==> config.mk <==
export PLATFORM = sky130hd
export DESIGN_NAME = hazard_ctrl
export DESIGN_NICKNAME = d
export VERILOG_FILES = /design/src/rtl/hazard_pkg.sv /design/src/rtl/hazard_detect.sv /design/src/rtl/hazard_ctrl.sv
export SDC_FILE = /design/constraint.sdc
export NUM_CORES = 1
export LEC_CHECK = 0
export ABC_AREA = 1
export BUFFER_PORTS_ARGS = -buffer_cell sky130_fd_sc_hd__buf_4
export CAP_MARGIN = 10
export CORE_MARGIN = 3
export CORE_UTILIZATION = 38
export DETAILED_ROUTE_END_ITERATION = 16
export PLACE_DENSITY = 0.72
export SYNTH_ARGS = -nofsm -noshare
export SYNTH_HDL_FRONTEND = slang
export SYNTH_HIERARCHICAL = 1
export SYNTH_SLANG_ARGS = --single-unit
==> constraint.sdc <==
create_clock -name clk -period 1.1 [get_ports clk]
set_input_delay 0.11 -clock clk [delete_from_list [all_inputs] [get_ports clk]]
set_output_delay 0.11 -clock clk [all_outputs]
set_load 0.02 [all_outputs]
==> src/rtl/hazard_pkg.sv <==
// Shared types and limits for the pipeline hazard sequencer.
package hazard_pkg;

   localparam int unsigned CNT_W       = 4;
   localparam int unsigned MAX_BUBBLES = 15;

   typedef enum logic [1:0] {
      RUN   = 2'd0,
      FLUSH = 2'd1,
      STALL = 2'd2
   } state_e;

   // Pipeline-register control bundle driven by the sequencer
   typedef struct packed {
      logic pc_en;
      logic ifid_en;
      logic ifid_flush;
      logic idex_flush;
   } pipe_ctl_t;

   localparam pipe_ctl_t CTL_RUN      = '{pc_en: 1'b1, ifid_en: 1'b1, ifid_flush: 1'b0, idex_flush: 1'b0};
   localparam pipe_ctl_t CTL_REDIRECT = '{pc_en: 1'b1, ifid_en: 1'b1, ifid_flush: 1'b1, idex_flush: 1'b1};
   localparam pipe_ctl_t CTL_STALL    = '{pc_en: 1'b0, ifid_en: 1'b0, ifid_flush: 1'b0, idex_flush: 1'b1};
   localparam pipe_ctl_t CTL_RESET    = '{pc_en: 1'b0, ifid_en: 1'b0, ifid_flush: 1'b1, idex_flush: 1'b1};

endpackage

==> src/rtl/hazard_detect.sv <==
// Load-use comparator: EX load writes a register the ID instruction reads.
module hazard_detect (
   input  logic       ex_load,
   input  logic [4:0] ex_rd,
   input  logic [4:0] id_rs1,
   input  logic [4:0] id_rs2,
   input  logic       id_use_rs1,
   input  logic       id_use_rs2,
   output logic       load_use_c
);

   logic rs1_hit;
   logic rs2_hit;

   assign rs1_hit    = id_use_rs1 && (id_rs1 == ex_rd);
   assign rs2_hit    = id_use_rs2 && (id_rs2 == ex_rd);
   assign load_use_c = ex_load && (ex_rd != 5'd0) && (rs1_hit || rs2_hit);

endmodule

==> src/rtl/hazard_ctrl.sv <==
// PC / IF-ID / ID-EX sequencer for redirect flushes and load-use stalls.
// Optional perf counters under HAZARD_PERF_CNT_EN.
module hazard_ctrl
   import hazard_pkg::*;
#(
   parameter int unsigned FLUSH_CYCLES      = 2,
   parameter int unsigned LOAD_STALL_CYCLES = 1
) (
   input  logic        clk,
   input  logic        rst_n,
   input  logic        jal,
   input  logic        jalr,
   input  logic        branch_out,
   input  logic        ex_load,
   input  logic [4:0]  ex_rd,
   input  logic [4:0]  id_rs1,
   input  logic [4:0]  id_rs2,
   input  logic        id_use_rs1,
   input  logic        id_use_rs2,
   output logic        pc_en,
   output logic        ifid_en,
   output logic        ifid_flush,
   output logic        idex_flush,
   output logic        busy
`ifdef HAZARD_PERF_CNT_EN
   ,
   output logic [31:0] stall_cycles,
   output logic [31:0] flush_cycles
`endif
);

   // The redirect / load-use cycle itself is the first bubble, so the counter covers the rest
   localparam logic [CNT_W-1:0] FLUSH_RELOAD = CNT_W'((FLUSH_CYCLES >= 2) ? FLUSH_CYCLES - 2 : 0);
   localparam logic [CNT_W-1:0] STALL_RELOAD = CNT_W'((LOAD_STALL_CYCLES >= 2) ? LOAD_STALL_CYCLES - 2 : 0);

   state_e           state_q, state_d;
   logic [CNT_W-1:0] cnt_q, cnt_d;
   pipe_ctl_t        ctl;
   logic             redirect;
   logic             load_use;

   assign redirect = jal || jalr || branch_out;

   hazard_detect u_detect (
      .ex_load    (ex_load),
      .ex_rd      (ex_rd),
      .id_rs1     (id_rs1),
      .id_rs2     (id_rs2),
      .id_use_rs1 (id_use_rs1),
      .id_use_rs2 (id_use_rs2),
      .load_use_c (load_use)
   );

   always_ff @(posedge clk or negedge rst_n) begin
      if (!rst_n) begin
         state_q <= RUN;
         cnt_q   <= '0;
      end else begin
         state_q <= state_d;
         cnt_q   <= cnt_d;
      end
   end

   // Next state and pipeline controls; a redirect overrides any state
   always_comb begin
      state_d = state_q;
      cnt_d   = cnt_q;
      ctl     = CTL_RUN;
      busy    = (state_q != RUN);
      if (redirect) begin
         ctl = CTL_REDIRECT;
         if (FLUSH_CYCLES > 1) begin
            state_d = FLUSH;
            cnt_d   = FLUSH_RELOAD;
         end else begin
            state_d = RUN;
         end
      end else begin
         case (state_q)
            RUN: begin
               if (load_use) begin
                  ctl = CTL_STALL;
                  if (LOAD_STALL_CYCLES > 1) begin
                     state_d = STALL;
                     cnt_d   = STALL_RELOAD;
                  end
               end
            end
            FLUSH: begin
               ctl = CTL_REDIRECT;
               if (cnt_q == '0) state_d = RUN;
               else             cnt_d   = cnt_q - CNT_W'(1);
            end
            STALL: begin
               ctl = CTL_STALL;
               if (cnt_q == '0) state_d = RUN;
               else             cnt_d   = cnt_q - CNT_W'(1);
            end
            default: state_d = RUN;
         endcase
      end
      // Reset forces a safe pipeline immediately, independent of the clock
      if (!rst_n) begin
         ctl  = CTL_RESET;
         busy = 1'b1;
      end
   end

   assign pc_en      = ctl.pc_en;
   assign ifid_en    = ctl.ifid_en;
   assign ifid_flush = ctl.ifid_flush;
   assign idex_flush = ctl.idex_flush;

`ifdef HAZARD_PERF_CNT_EN
   // Saturating bubble counters
   always_ff @(posedge clk or negedge rst_n) begin
      if (!rst_n) begin
         stall_cycles <= '0;
         flush_cycles <= '0;
      end else begin
         if (!pc_en && (stall_cycles != '1))     stall_cycles <= stall_cycles + 32'd1;
         if (ifid_flush && (flush_cycles != '1)) flush_cycles <= flush_cycles + 32'd1;
      end
   end
`endif

endmodule

After elaboration in Yosys (flattened, before gate mapping)
Cells that the tools add are included.
{"block": "totals", "register_bits": 6, "inputBits": 23, "out_inout_bits": 5, "wordCells": 36}
{"block": "classes", "addsub": 1, "eq_ne": 7, "n_mux": 11, "reduce_logical": 15}
{"cell": "$mux W4", "n": 6}
{"cell": "$pmux W4 S3", "n": 1}
{"cell": "$eq A5 B5 Y1", "n": 2}
{"cell": "$reduce_bool A5 Y1", "n": 1}
{"cell": "$logic_and A1 B1 Y1", "n": 4}
{"cell": "$logic_not A4 Y1", "n": 1}
{"cell": "$mux W2", "n": 2}
{"cell": "$ne A2 B2 Y1 const B", "n": 2}
{"cell": "$pmux W2 S2", "n": 1}
{"cell": "$reduce_and A2 Y1", "n": 2}
{"cell": "$reduce_bool A2 Y1", "n": 2}
{"cell": "$sub A4 B1 Y4 const B", "n": 1}
{"cell": "$logic_or A1 B1 Y1", "n": 3}
{"cell": "$ne A3 B1 Y1 const B", "n": 1}
{"cell": "$eq A2 B1 Y1 const B", "n": 1}
{"cell": "$eq A2 B2 Y1 const B", "n": 1}
{"cell": "$logic_not A2 Y1", "n": 1}
{"cell": "$reduce_or A2 Y1", "n": 1}
{"cell": "$mux W1", "n": 1}

Logic depth before layout (Yosys ltp)
Gate-level depths: netlist of run 1.
{"block": "logic_depth", "depth_word": 8, "ltp_mapped": 8, "ltp_nobuf": 7}

Modules after synthesis
The synthesis of run 1 kept the hierarchy.
{"module": "hazard_ctrl", "instances": 1, "cells_per_inst": 40, "area_each_um2": 315.3, "seq_area_each_um2": 125.1}
{"module": "hazard_detect", "instances": 1, "cells_per_inst": 55, "area_each_um2": 216.5, "seq_area_each_um2": 0.0}

Least setup slack after synthesis of run 1
Ideal clock, no wire load.
{"block": "synth_path", "path_type": "input to output", "from": "in ex_rd[3]", "to": "out pc_en", "t_arrival_ns": 1.148, "required_time_ns": 0.990, "path_slack_ns": -0.158, "cell_stages": 6, "path_buffers": 1, "path_cell_list": "inv_1 nand4_1 o21ai_0 a21oi_1 a31oi_1 buf_4"}
{"block": "synth_between", "elab_chain_len": 8, "word_cells_on_any_way": 12, "classes_between": "eq/ne: 2; mux: 4; reduce/logical: 6"}
{"element": "start: declaration", "line": "hazard_ctrl.sv:15", "rtl": "input logic [4:0] ex_rd,"}
{"element": "$eq A5 B5 Y1 (on tied branches)", "line": "hazard_detect.sv:15, hazard_detect.sv:16"}
{"element": "$logic_and A1 B1 Y1 (on tied branches)", "line": "hazard_detect.sv:15, hazard_detect.sv:16"}
{"element": "$logic_or A1 B1 Y1", "line": "hazard_detect.sv:17", "rtl": "assign load_use_c = ex_load && (ex_rd != 5'd0) && (rs1_hit || rs2_hit);"}
{"element": "$logic_and A1 B1 Y1 *", "line": "hazard_detect.sv:17"}
{"element": "via load_use", "line": "hazard_ctrl.sv:40", "rtl": "logic load_use;"}
{"element": "$mux W4 *", "line": "hazard_ctrl.sv:81", "rtl": "if (load_use) begin"}
{"element": "$pmux W4 S3 *", "line": "hazard_ctrl.sv:79", "rtl": "case (state_q)"}
{"element": "$mux W4 *", "line": "hazard_ctrl.sv:70", "rtl": "if (redirect) begin"}
{"element": "$mux W4 *", "line": "hazard_ctrl.sv:103", "rtl": "if (!rst_n) begin"}
{"element": "end: declaration", "line": "hazard_ctrl.sv:20", "rtl": "output logic pc_en,"}
The timed path passes the listed nets; every way through them passes the cells marked *.

Final worst setup path of run 1
{"block": "layout_path", "from": "reg state_q[0]", "to": "out idex_flush"}
{"block": "layout_between", "elab_chain_len": 4, "word_cells_on_any_way": 6, "classes_between": "eq/ne: 2; mux: 3; reduce/logical: 1"}
{"element": "start: declaration", "line": "hazard_ctrl.sv:36", "rtl": "state_e state_q, state_d;"}
{"element": "start signal: assignment", "line": "hazard_ctrl.sv:59", "rtl": "state_q <= state_d;"}
{"element": "$eq A2 B2 Y1 (tied with other cells)", "line": "hazard_ctrl.sv:79"}
{"element": "$pmux W4 S3 *", "line": "hazard_ctrl.sv:79"}
{"element": "$mux W4 *", "line": "hazard_ctrl.sv:70"}
{"element": "$mux W4 *", "line": "hazard_ctrl.sv:103"}
{"element": "end: declaration", "line": "hazard_ctrl.sv:23", "rtl": "output logic idex_flush,"}
Every way passes the cells marked *; elsewhere a longest branch is shown, timed or not.

==> flow_summary.toml, run 1 <==
[status]
outcome = "finished with violations"
violations = "negative setup slack"

[clocking]
clock_latency_ns = 0.24
cts_buffers = 3
cts-root-buf = "clkbuf_4"
cts_buffer_depth = 2
cts_tree = "yes"
clkSlewWorstSetupHoldPaths_ns = 0.05
h-tree-depth = 1
clock-sinks = 5

[route]
first_iter_violations = 29
wirelength_mm = 1.643
dr.pass1.iters = 5
num_vias = 689
vias_per_cell = 4.593
drt-wirelength-per-cell_um = 10.95
ant_nets = 0
post-route-drc-count = 0

[floorplan]
start_util_pct = 44.27
die_y_um = 43.41
core_area_um2 = 1201
die_area_um2 = 1884
row_count = 12
io_pins = 28
die_w_um = 43.41

[setup_path]
cpMaxStageDelayCell = "dfrtp_1"
crit_path_max_fanout = 3
critPathMaxStageDelay_ns = 0.39
start_kind = "flip-flop"
cp.required_ns = 0.99
crit_chain = "inv_2 > nand3_2 > or2_1 > buf_6"
crit_buf_inv = 2
crit_arrival_ns = 1.18
crit_family = "flip-flops"
worstSetupPathType = "flip-flop to output port"
critPathCaptureType = "output port"

[yosys]
synthAdderAreaFrac_pct = 4.706
synth_area_leaders = "nand2_1 26%, dfrtp_1 24%, inv_1 13%, nor2_1 7.1%, nand3_1 6.6%"
synth_warnings = 6
mappedNetlistArea_um2 = 531.8
syn_inst = 95
yosysTopAreaCell = "nand2_1"
yosys.area_share.simple_pct = 49.41
syn_area_per_cell_um2 = 5.597
synth_top_family_by_area = "simple AND/OR/NAND/NOR gates"
synth-xor-area-share_pct = 0
ys_types = 16
yosys_register_bits = 5
syn_nets = 120
synth_top_area_share_pct = 26.12
synth_compound_gate_area_share_pct = 6.824
synth_mux_area_share_pct = 0
synth_sequential_area_ratio_pct = 23.53

[place]
place_ws_ns = -0.05863
routabilityCongestion = 0.8259
dp_hpwl_mm = 1.177
dp.cells = 143
portBuffers = 27

[timing]
rsz0062_at_grt = "yes"
slew_headroom_pct = 84.92
period_minus_slack_ns = 1.290
finalCritPeriodShare_pct = 117.3
clock.fmax_mhz = 774.9
final_max_slew_viol_count = 0
clock_skew_ns = 0.004415
finalSetupViolCount = 5
tightest_slew_ns = 0.2254
finalHoldViolCount = 0
layout_setup_ws_ns = -0.1904

[pwr]
p_clk_share_pct = 36.4
ir_drop_mv = 0.6340
powerDensity_nw_per_um2 = 620.1
p_leak_nw = 0.5216
power_frac_comb_pct = 31.5
sequentialPowerShare_pct = 32.0
intPower_mw = 0.4199
switching_power_mw = 0.1643
p_sw_share_pct = 28.13

[global_route]
grt_pass1_wl_mm = 2.408
antenna_found_initial = 0
grt_max_degree = 9
gr-usage-all-layers_pct = 16.67
grt_pass1_vias = 588
grt_overflow = 0

[finish]
layoutNonFillerInstCount = 150
synthToLayoutAreaGrowth_pct = 77.18
nets = 162
drive_gt1_share_pct = 44.12
fillers = 95
diodes = 0
final_util_pct = 78.44

[worst_hold_path]
hold_path.class = "input pin to flip-flop"

[flow_run]
maxCapViolations = 0
-- routing by layer --
| metal | up-vias | global-route usage [%] | wire length, µm |
|---|---|---|---|
| li1 | 367 | - | - |
| met5 | - | 0 | 0 |
| met4 | 0 | 4.819 | 0 |
| met1 | 292 | 24.81 | 753 |
| met2 | 30 | 23.60 | 781 |
| met3 | 0 | 4.149 | 108 |
-- stage by stage --
stage	hold WS [ns]	TNS (ns)	area [µm²]	power [mW]
finish	0.2694	-0.5331	942.2	0.5842
global route	0.2708	-0.8251	942.2	0.6320
CTS	0.2610	-0.4437	865.8	0.5866
detailed placement	-0.06965	-0.2112	810.8	0.3588
global placement	-0.07102	-0.1438	810.8	0.3563
floorplan	-0.1856	0	538.0	0.2608
-- cells in the final DEF, fill, tap and decap left out --
cell | netlist | final
nand4_1 | 2 | 2
clkbuf_1 | 0 | 1
dlygate4sd3_1 | 0 | 1
nor2_1 | 10 | 8
inv_1 | 19 | 15
clkbuf_4 | 0 | 3
or2_1 | 1 | 1
o21ai_2 | 0 | 1
o21ai_1 | 0 | 1
nor3_4 | 1 | 1
nand2_2 | 1 | 4
ha_4 | 0 | 2
a21oi_2 | 0 | 3
nor2_2 | 0 | 2
a31oi_4 | 0 | 1
nand3_1 | 7 | 7
buf_4 | 1 | 32
buf_6 | 0 | 5
o21ai_0 | 3 | 1
nand2_1 | 37 | 34
nand3_2 | 1 | 1
inv_2 | 1 | 5
dfrtp_1 | 5 | 5
-- registers in the layout (all words and copies together) (netlist names) --
name and cells:
cnt_q 4, state_q 1
-- synth_stat cells --
master and number:
ha_1 2, nand3_1 7, nor3_4 1, or2_1 1, dfrtp_1 5, nand4_1 2, nand2_2 1, nand3_2 1
a21oi_1 3, nor2_1 10, a31oi_1 1, inv_2 1, inv_1 19, o21ai_0 3, nand2_1 37, buf_4 1
-- power groups by stage --
| stage | logic [mW] | registers (mW) | clock network, mW |
|---|---|---|---|
| finish | 0.184 | 0.187 | 0.213 |
| CTS | 0.178 | 0.187 | 0.222 |
| detailed placement | 0.169 | 0.189 | 0 |
| floorplan | 0.0712 | 0.190 | 0 |
| global placement | 0.167 | 0.189 | 0 |
| global route | 0.205 | 0.187 | 0.240 |
-- cell type report --
| class | instances | area, µm² | area share (%) |
|---|---|---|---|
| inverter | 20 | 75.07 | 7.968 |
| tap | 14 | 17.52 | 1.859 |
| clock buffer | 4 | 26.28 | 2.789 |
| timing repair buffer | 38 | 306.5 | 32.54 |
| sequential | 5 | 125.1 | 13.28 |
| multi-input combinational | 69 | 391.6 | 41.57 |
-- tightest hold or removal path, stage by stage --
cell and delay [ns]:
buf_4 0.09, nor3_4 0.03, buf_4 0.16, nand2_1 0.08
-- worst paths after layout --
kind	from	end	slack, ns	cells after the start
max reg2reg	cnt_q[1]	cnt_q[2]	0.01	6
max in group asynchronous	rst_n	cnt_q[1]	0.62	2
min in group asynchronous	rst_n	cnt_q[0]	0.29	2
min	jal	state_q[0]	0.27	4
min reg2reg	cnt_q[3]	cnt_q[3]	0.58	2
max	state_q[0]	idex_flush	-0.19	4
-- cell families (layout without fill, tap and decap cells) --
| family | Yosys count | count (layout) |
|---|---|---|
| buffers and inverters | 21 | 62 |
| AOI/OAI and AO/OA | 7 | 7 |
| DFF | 5 | 5 |
| adders and majority gates | 2 | 2 |
| and+or+nand+nor | 60 | 60 |
-- timing repair --
action	in CTS	in global routing
setup endpoints to repair	6	9
hold buffers	1	0
endpoints found under the hold margin	5	0
buffers inserted	0	2
resized for setup	6	16
pin swaps	3	5
(Power assumes the default switching activity.)
==> inputs of run 2 (changes only) <==
--- a/config.mk
+++ b/config.mk
@@ -8,9 +8,10 @@
 export ABC_AREA = 1
 export BUFFER_PORTS_ARGS = -buffer_cell sky130_fd_sc_hd__buf_4
 export CAP_MARGIN = 10
-export CORE_MARGIN = 3
-export CORE_UTILIZATION = 38
+export CORE_AREA = 3 3 40 42
+export CTS_CLUSTER_DIAMETER = 50
 export DETAILED_ROUTE_END_ITERATION = 16
+export DIE_AREA = 0 0 43 45
 export PLACE_DENSITY = 0.72
 export SYNTH_ARGS = -nofsm -noshare
 export SYNTH_HDL_FRONTEND = slang
==> constraint.sdc (replaced) <==
create_clock -name clk -period 1.45 [get_ports clk]
set_input_delay 0.145 -clock clk [delete_from_list [all_inputs] [get_ports clk]]
set_output_delay 0.145 -clock clk [all_outputs]
set_load 0.02 [all_outputs]
==> flow_summary.toml, run 2 (synthesized netlist as in run 1, its figures left out) <==
[timing]
rsz0062_at_grt = "no"
tightest_slew_ns = 0.2941
period_minus_slack_ns = 1.370
hold_ws_ns = 0.2969
finalCritPeriodShare_pct = 94.48
setup-tns-final_ns = 0
clock.fmax_mhz = 729.9
finalHoldViolCount = 0
final_max_slew_viol_count = 0
layout_setup_ws_ns = 0.07998
slew_headroom_pct = 80.39
finalSetupViolCount = 0
clock_skew_ns = 0.004841

[setup_path]
crit_path_max_fanout = 4
rr_endpoint = "cnt_q[1]"
worstSetupPathType = "input pin to output port"
crit_chain = "dlygate4sd3_1 > buf_6 > nand3_2 > or2_1 > buf_4"
reg2reg_slack_ns = 0.20
reg2regPathDepth = 5
crit_arrival_ns = 1.23
cp.required_ns = 1.31
regToRegStartpoint = "cnt_q[0]"
critPathMaxStageDelay_ns = 0.54
cpMaxStageDelayCell = "dlygate4sd3_1"
start_kind = "input pin"
critPathCaptureType = "output port"

[clocking]
clkSlewWorstSetupHoldPaths_ns = 0.04
h-tree-depth = 1
clock_latency_ns = 0.24
cts_buffers = 3
clock-sinks = 5
cts_buffer_depth = 2
cts-root-buf = "clkbuf_4"
cts_tree = "yes"

[finish]
largest-register = "cnt_q"
final_common_cell = "nand2_1"
final_cell_mix = "37 x nand2_1, 28 x buf_4, 19 x inv_1"
largest_reg_flops = 4
fin_area_um2 = 800.8
nets = 154
synthToLayoutAreaGrowth_pct = 50.59
diodes = 0
fillers = 121
drive_gt1_share_pct = 28.13
biggestRegsByFlops = "cnt_q x4, state_q x1"

[global_route]
grt_overflow = 0
grt_max_degree = 9
grt_pass1_wl_mm = 2.283
use_met2_pct = 25.75
grtUsageMet3_pct = 3.984
gr-max-usage-layer = "met2"
gr-usage-all-layers_pct = 14.99
grt_pass1_vias = 587
met1_usage_pct = 19.61
antenna_found_initial = 0

[pwr]
switching_power_mw = 0.1146
powerDensity_nw_per_um2 = 534.0
p_leak_nw = 0.4702
power_frac_comb_pct = 30.1
sequentialPowerShare_pct = 33.2
ir_drop_mv = 0.5859
p_clk_share_pct = 36.7
p_sw_share_pct = 26.79
power.total_mw = 0.4276
intPower_mw = 0.3131

[place]
place_ws_ns = 0.2012
dp_hpwl_mm = 1.122
routabilityCongestion = 0.8603
portBuffers = 27
placed_area_um2 = 753.2

[route]
num_vias = 654
wirelength_mm = 1.301
dr.pass1.iters = 4
first_iter_violations = 17
drt-wirelength-per-cell_um = 9.098
ant_nets = 0
vias_per_cell = 4.573
post-route-drc-count = 0

[floorplan]
die_area_um2 = 1935
start_util_pct = 41.38
die_w_um = 43
io_pins = 28
row_count = 13
core_area_um2 = 1285
die_y_um = 45

[worst_hold_path]
holdPathStages = 4
worstHoldEndpoint = "state_q[0]"
hold_path.class = "input pin to flip-flop"
hold_start = "jal"

[flow_run]
maxCapViolations = 0

[status]
outcome = "completed"
run 2: final cells by class:
class	count	area, µm²	area share (%)
multi-input cells	69	324.1	40.47
repair buffers	30	231.5	28.91
flip-flops and latches	5	125.1	15.63
inverters	20	75.07	9.375
clock buffers	4	26.28	3.281
well taps	15	18.77	2.344
run 2: power by group through the flow:
stage / Combinational, mW / Sequential [mW] / Clock (mW)
6_report: 0.129 / 0.142 / 0.157
5_1_grt: 0.144 / 0.142 / 0.172
4_1_cts: 0.126 / 0.142 / 0.161
3_5_place_dp: 0.124 / 0.144 / 0
3_3_place_gp: 0.122 / 0.144 / 0
2_1_floorplan: 0.0525 / 0.144 / 0
run 2: repair_timing:
item | CTS | global route
buffers inserted | 0 | 1
endpoints found under the hold margin | 5 | 0
hold buffers | 1 | 0
resized for setup | 0 | 1
setup endpoints to repair | 0 | 3
run 2: how the worst max path moves through the flow:
| stage | start | endpoint | slack [ns] |
|---|---|---|---|
| after floorplan | ex_rd[3] | pc_en | 0.12 |
| after global placement | cnt_q[0] | cnt_q[1] | 0.23 |
| after detailed placement | ex_rd[1] | pc_en | 0.20 |
| after CTS | rst_n | idex_flush | 0.02 |
| after global routing | rst_n | idex_flush | 0.03 |
| final | rst_n | idex_flush | 0.08 |
run 2: routing by layer:
metal | up-vias | routed length, µm
li1 | 354 | -
met1 | 274 | 598
met2 | 26 | 595
met3 | 0 | 107
met4 | 0 | 0
met5 | - | 0
run 2: critical path, delay by kind of cell:
family	cells	cell delay (ns)
buffers and inverters	3	0.80
and+or+nand+nor	2	0.28
run 2: stage by stage:
stage                     instances  utilization [%]
after floorplan                  95                -
after global routing            143            62.32
after CTS                       142            61.44
after detailed placement        137            58.62
after global placement          137            58.62
final                           143            62.32
